$ cat src/rtl/lcd_pkg.sv
// Shared types, command constants and default bus timing for the HD44780 sequencer.
package lcd_pkg;

    typedef enum logic [2:0] {
        IDLE,
        SETUP,
        PULSE,
        HOLD,
        WAIT
    } lcd_state_t;

    localparam logic [7:0] CMD_CLEAR     = 8'h01;
    localparam logic [6:0] CMD_HOME_MASK = 7'b0000001;

    // Defaults assume a 50 MHz clock.
    localparam int DEF_T_AS   = 3;
    localparam int DEF_T_PW   = 13;
    localparam int DEF_T_H    = 3;
    localparam int DEF_T_EXEC = 2000;
    localparam int DEF_T_SLOW = 82000;
    localparam int DEF_DEPTH  = 4;

    // Clear Display (0x01) and Return Home (0x02/0x03) need the long execution delay.
    function automatic logic is_slow_cmd(input logic rs, input logic [7:0] data);
        return !rs && ((data == CMD_CLEAR) || (data[7:1] == CMD_HOME_MASK));
    endfunction

endpackage

$ cat src/rtl/lcd_cmd_fifo.sv
// Small synchronous FIFO holding {rs, data} requests ahead of the bus sequencer.
module lcd_cmd_fifo #(
    parameter int WIDTH = 9,
    parameter int DEPTH = 4
) (
    input  logic                     clk,
    input  logic                     rst_n,
    input  logic                     i_push,
    input  logic [WIDTH-1:0]         i_data,
    input  logic                     i_pop,
    output logic [WIDTH-1:0]         o_data,
    output logic                     o_full,
    output logic                     o_empty,
    output logic [$clog2(DEPTH):0]   o_level
);

    localparam int AW = $clog2(DEPTH);

    logic [WIDTH-1:0] r_mem [DEPTH];
    logic [AW:0]      r_wr_ptr;
    logic [AW:0]      r_rd_ptr;
    logic             w_push;
    logic             w_pop;

    // Pointers carry one extra wrap bit so full and empty are distinguishable.
    assign o_empty = (r_wr_ptr == r_rd_ptr);
    assign o_full  = (r_wr_ptr[AW] != r_rd_ptr[AW]) && (r_wr_ptr[AW-1:0] == r_rd_ptr[AW-1:0]);
    assign o_level = r_wr_ptr - r_rd_ptr;
    assign o_data  = r_mem[r_rd_ptr[AW-1:0]];
    assign w_push  = i_push && !o_full;
    assign w_pop   = i_pop && !o_empty;

    // Pointer update; reset empties the FIFO.
    always_ff @(posedge clk or negedge rst_n) begin
        if (!rst_n) begin
            r_wr_ptr <= '0;
            r_rd_ptr <= '0;
        end else begin
            if (w_push) r_wr_ptr <= r_wr_ptr + 1'b1;
            if (w_pop)  r_rd_ptr <= r_rd_ptr + 1'b1;
        end
    end

    // Entry storage needs no reset; it is only read while non-empty.
    always_ff @(posedge clk) begin
        if (w_push) r_mem[r_wr_ptr[AW-1:0]] <= i_data;
    end

endmodule

$ cat src/rtl/lcd_bus_sequencer.sv
// Hardware-timed HD44780 write cycles: FIFO-buffered {RS, byte} requests become
// setup / E-pulse / hold / execution-delay sequences on the LCD bus.
module lcd_bus_sequencer
    import lcd_pkg::*;
#(
    parameter int T_AS   = DEF_T_AS,
    parameter int T_PW   = DEF_T_PW,
    parameter int T_H    = DEF_T_H,
    parameter int T_EXEC = DEF_T_EXEC,
    parameter int T_SLOW = DEF_T_SLOW,
    parameter int DEPTH  = DEF_DEPTH
) (
    input  logic                    clk,
    input  logic                    reset,
    input  logic                    in_valid,
    output logic                    in_ready,
    input  logic                    in_rs,
    input  logic [7:0]              in_data,
    output logic                    lcd_e,
    output logic                    lcd_rs,
    output logic [7:0]              lcd_data,
    output logic                    busy,
    output logic [$clog2(DEPTH):0]  level
);

    // Counter is sized for the longest interval it ever holds.
    localparam int T_MAX = (T_SLOW > T_EXEC) ? T_SLOW : T_EXEC;
    localparam int CW    = $clog2(T_MAX + 1);

    lcd_state_t  r_state, w_state_nxt;
    logic [CW-1:0] r_cnt, w_cnt_nxt;
    logic        r_e, w_e_nxt;
    logic        r_rs, w_rs_nxt;
    logic [7:0]  r_data, w_data_nxt;
    logic        w_pop;
    logic        w_full;
    logic        w_empty;
    logic [8:0]  w_head;

    lcd_cmd_fifo #(
        .WIDTH (9),
        .DEPTH (DEPTH)
    ) u_fifo (
        .clk     (clk),
        .rst_n   (reset),
        .i_push  (in_valid),
        .i_data  ({in_rs, in_data}),
        .i_pop   (w_pop),
        .o_data  (w_head),
        .o_full  (w_full),
        .o_empty (w_empty),
        .o_level (level)
    );

    assign in_ready = !w_full;
    assign busy     = (level != '0) || (r_state != IDLE);
    assign lcd_e    = r_e;
    assign lcd_rs   = r_rs;
    assign lcd_data = r_data;

    // State, interval counter and registered bus outputs; reset drops E at once.
    always_ff @(posedge clk or negedge reset) begin
        if (!reset) begin
            r_state <= IDLE;
            r_cnt   <= '0;
            r_e     <= 1'b0;
            r_rs    <= 1'b0;
            r_data  <= 8'h00;
        end else begin
            r_state <= w_state_nxt;
            r_cnt   <= w_cnt_nxt;
            r_e     <= w_e_nxt;
            r_rs    <= w_rs_nxt;
            r_data  <= w_data_nxt;
        end
    end

    // Next-state logic: each phase counts down its interval, then loads the next one.
    always_comb begin
        w_state_nxt = r_state;
        w_cnt_nxt   = r_cnt;
        w_e_nxt     = r_e;
        w_rs_nxt    = r_rs;
        w_data_nxt  = r_data;
        w_pop       = 1'b0;
        unique case (r_state)
            IDLE: begin
                w_e_nxt = 1'b0;
                if (!w_empty) begin
                    w_pop       = 1'b1;
                    w_rs_nxt    = w_head[8];
                    w_data_nxt  = w_head[7:0];
                    w_cnt_nxt   = CW'(T_AS - 1);
                    w_state_nxt = SETUP;
                end
            end
            SETUP: begin
                if (r_cnt == '0) begin
                    w_e_nxt     = 1'b1;
                    w_cnt_nxt   = CW'(T_PW - 1);
                    w_state_nxt = PULSE;
                end else begin
                    w_cnt_nxt = r_cnt - 1'b1;
                end
            end
            PULSE: begin
                if (r_cnt == '0) begin
                    w_e_nxt     = 1'b0;
                    w_cnt_nxt   = CW'(T_H - 1);
                    w_state_nxt = HOLD;
                end else begin
                    w_cnt_nxt = r_cnt - 1'b1;
                end
            end
            HOLD: begin
                if (r_cnt == '0) begin
                    w_cnt_nxt   = is_slow_cmd(r_rs, r_data) ? CW'(T_SLOW - 1) : CW'(T_EXEC - 1);
                    w_state_nxt = WAIT;
                end else begin
                    w_cnt_nxt = r_cnt - 1'b1;
                end
            end
            WAIT: begin
                if (r_cnt == '0) begin
                    w_state_nxt = IDLE;
                end else begin
                    w_cnt_nxt = r_cnt - 1'b1;
                end
            end
            default: begin
                w_state_nxt = IDLE;
            end
        endcase
    end

endmodule

$ cat config.mk
export PLATFORM = sky130hd
export DESIGN_NAME = lcd_bus_sequencer
export DESIGN_NICKNAME = d
export VERILOG_FILES = /design/src/rtl/lcd_pkg.sv /design/src/rtl/lcd_cmd_fifo.sv /design/src/rtl/lcd_bus_sequencer.sv
export SDC_FILE = /design/constraint.sdc
export NUM_CORES = 1
export LEC_CHECK = 0
export CAP_MARGIN = 30
export CORE_MARGIN = 8
export CORE_UTILIZATION = 30
export CTS_BUF_LIST = sky130_fd_sc_hd__clkbuf_8
export DETAILED_ROUTE_END_ITERATION = 8
export GPL_TIMING_DRIVEN = 0
export PLACE_DENSITY_LB_ADDON = 0.3
export SLEW_MARGIN = 20
export SYNTH_ARGS = -nofsm -noshare
export SYNTH_HDL_FRONTEND = slang
export SYNTH_SLANG_ARGS = --single-unit
$ cat constraint.sdc
create_clock -name clk -period 4.4 [get_ports clk]
set_input_delay 1.1 -clock clk [delete_from_list [all_inputs] [get_ports clk]]
set_output_delay 1.1 -clock clk [all_outputs]
set_load 0.05 [all_outputs]
==> summary.txt <==
Die
  – Die Y: 126 um
  – Die Wd: 126 um
  – Die footprint: approximately 0.016 mm^2
  – # rows: 40
  – IO Pins: 27
  – Core Footprint: 0.0119 mm^2
  – Initial core utilization: 0.304

Timing
  – Period Utilization, post-route: 0.871
  – Final Slew Violations: 0
  – Final WS setup: 567 ps
  – Tightest Pin Transition: 902 ps
  – RSZ-0062 raised after global routing: no
  – Final Hold Viols: 0
  – Final clock skew: 10.2 ps
  – Setup TNS: 0 ps
  – Rel. slew slack: 0.394
  – Final setup vio count: 0
  – F_max: 0.261 GHz
  – Min Tclk post-route: 3830 ps

Synthesis
  – Post-synth EDFFs: 36
  – Commonest cells in the synthesized netlist: dfrtp_1 (36), edfxtp_1 (36), nand2_1 (17)
  – Area share of the largest cell type after synthesis: 0.298
  – Area leader, netlist: edfxtp_1
  – #FFs+latches synth: 72
  – Syn Area/Cell: 12.3 um^2
  – Main synth FF type: edfxtp_1
  – Ys Warns: 0
  – Netlist cell types: 62
  – Syn Inst Count: 295
  – Synth area leaders: edfxtp_1 (30%), dfrtp_1 (25%), mux4_2 (5.6%), mux2_2 (3.1%), ha_1 (2.8%)
  – Sequential fraction of the synthesis area: 0.547
  – Synth Net Count: 316
  – Asr flop ratio synth: 0.500
  – Mapped Area: 0.00362 mm^2

Flow run
  – Max_cap viols: 0

Critical path
  – Critical path's largest stage delay: around 840 ps
  – CP required: 3300 ps
  – Endpoint class of the critical path: output port
  – Worst endpoint data arrival time: 2730 ps
  – CP Launch Type: register
  – Crit-path slowest cell: clkdlybuf4s50_1
  – Worst path cell trace: clkbuf_1 > inv_1 > ha_1 > nand3_1 > clkdlybuf4s50_1
  – Worst Setup Path Type: register to output port
  – Crit Path Max Fanout: 10

Clock tree
  – Clk sinks: 72
  – CTS Buf Count: 9
  – Clock Pin Slew Worst Setup and Hold Paths: 80 ps
  – Clk buf depth: 2
  – Hold-fix buffers, CTS: 0
  – Post-CTS Resized: 0
  – H-tree depth: 3
  – CTS Root Cell: clkbuf_8
  – CTS tree: built
  – Worst skew pair latency: between 300 and 400 ps
  – Setup bufs post-CTS: 0

Detailed routing
  – DR DRC count: 0
  – Initial DRT Pass Iterations: 4
  – Vias: 2,586
  – Final WL: ~8500 um
  – Drt first-iter violations: 136
  – DR WL/cell: 17.5 um
  – DRT antenna net count: 0
  – Via/cell ratio: about 5.3

Cells and area
  – Layout Nets: 354
  – Final Non-Filler Cells: roughly 490
  – Share of layout cells above drive strength 1: 0.157
  – P&R area growth vs syn: 17.8%
  – Antenna diode instance count: 0

Global routing
  – Gr usage total: 0.109
  – Number of global-route vias before repair: around 2,600
  – Largest net degree at the start of global routing: 22
  – Initial antenna violation count: 0
  – Grt total ovfl: 0
  – First-pass GRT wire length: between 10,000 and 15,000 um

Status
  – Status: complete, no violations

Place
  – Worst slack, placed: 873 ps
  – Placed cells: around 470
  – HPWL Detailed: 6070 um
  – RD Place Congestion: 0.897
  – PortBufs: 26

Power and ir drop
  – PwrDens: 396 mW/mm^2
  – Maximum vdd drop: 0.259 mV
  – Pwr Total: approximately 0.0017 W
  – P_leak: 1.57 nW

Min path
  – HP Class: register to register
## cell usage in the layout, fill, tap and decap left out, drive strengths merged, types with 3 or more instances in the layout
cell / netlist / final
dfrtp: 36 / 36
edfxtp: 36 / 36
clkdlybuf4s50: 0 / 25
clkbuf: 11 / 20
nand2: 18 / 18
o21ai: 18 / 18
inv: 13 / 16
nor2: 15 / 15
nor3: 14 / 14
mux2: 10 / 10
mux4: 9 / 9
ha: 8 / 8
nor4: 8 / 8
xor2: 7 / 7
nand3: 7 / 7
a21oi: 7 / 7
buf: 5 / 7
or3: 6 / 6
xnor2: 5 / 5
and3: 4 / 4
o31a: 4 / 4
a31oi: 4 / 4
o22ai: 4 / 4
a211oi: 4 / 4
o211ai: 4 / 4
a21o: 3 / 3
## critical path, delay by kind of cell, from the launching register on
family,cells,cell delay [ps]
buffers and inverters,3,1440
adders and majority gates,1,330
and+or+nand+nor,1,170
DFF,1,440
## sequential cells by signal, summed over array words and instances, names as in the netlist
name             cells
lcd_e                1
r_state              3
u_fifo.r_wr_ptr      3
lcd_data             8
u_fifo.r_mem        36
u_fifo.r_rd_ptr      3
r_cnt               17
lcd_rs               1
## kinds of logic after synthesis
kind of cell	Yosys count	synth area share
and+or+nand+nor	85	0.135
DFF	72	0.547
AOI/OAI and AO/OA	69	0.134
buffers and inverters	29	0.0352
muxes	19	0.0870
xor gates and xnor gates	12	0.0290
adders and majority gates	9	0.0332
## metal layers
layer  global-route usage  wire length [um]  up-vias  part of all wire
li1                     -                 -     1212                 -
met1                0.131              3780     1274              0.45
met2                0.178              4040       75              0.48
met3               0.0270               370       25             0.044
met4               0.0524               275        0             0.032
met5                    0                 0        -                 0
## through the flow
step,hold WS [ps],cell area [um^2],util
after floorplan,460,3620,-
final,486,4270,0.358
after global routing,517,4270,0.358
after global placement,474,4070,0.341
after detailed placement,475,4090,0.343
after CTS,490,4270,0.358
## where the power goes
| part | switching, W | total, W | internal, W |
|---|---|---|---|
| Combinational | 0.000262 | 0.000392 | 0.000130 |
| Clock | 0.000271 | 0.000481 | 0.000209 |
| Sequential | 0.0000247 | 0.000820 | 0.000795 |
## area by class of cell
| type | count | area (um^2) |
|---|---|---|
| clock buffers | 9 | 124 |
| well taps | 147 | 184 |
| plain buffers | 16 | 78.8 |
| inverters | 13 | 48.8 |
| multi-input cells | 194 | 1510 |
| clock inverters | 7 | 53.8 |
| fillers | 1189 | 7640 |
| flip-flops and latches | 72 | 1980 |
| repair buffers | 27 | 283 |
## path summary, 6_finish.rpt
kind / from / end / slack, ps / depth (start not counted)
worst max-delay path: u_fifo.r_rd_ptr[1]$_DFFE_PN0P_ / in_ready / 570 / 5
worst min-delay path: u_fifo.r_rd_ptr[2]$_DFFE_PN0P_ / u_fifo.r_rd_ptr[2]$_DFFE_PN0P_ / 490 / 1
worst max register to register: u_fifo.r_rd_ptr[1]$_DFFE_PN0P_ / r_cnt[3]$_DFFE_PN0P_ / 1250 / 8
worst min register to register: u_fifo.r_rd_ptr[2]$_DFFE_PN0P_ / u_fifo.r_rd_ptr[2]$_DFFE_PN0P_ / 490 / 1
max in group asynchronous: reset / r_cnt[9]$_DFFE_PN0P_ / 3260 / 2
min in group asynchronous: reset / r_cnt[3]$_DFFE_PN0P_ / 670 / 1
No activity file was read; power rests on OpenSTA's default activity.
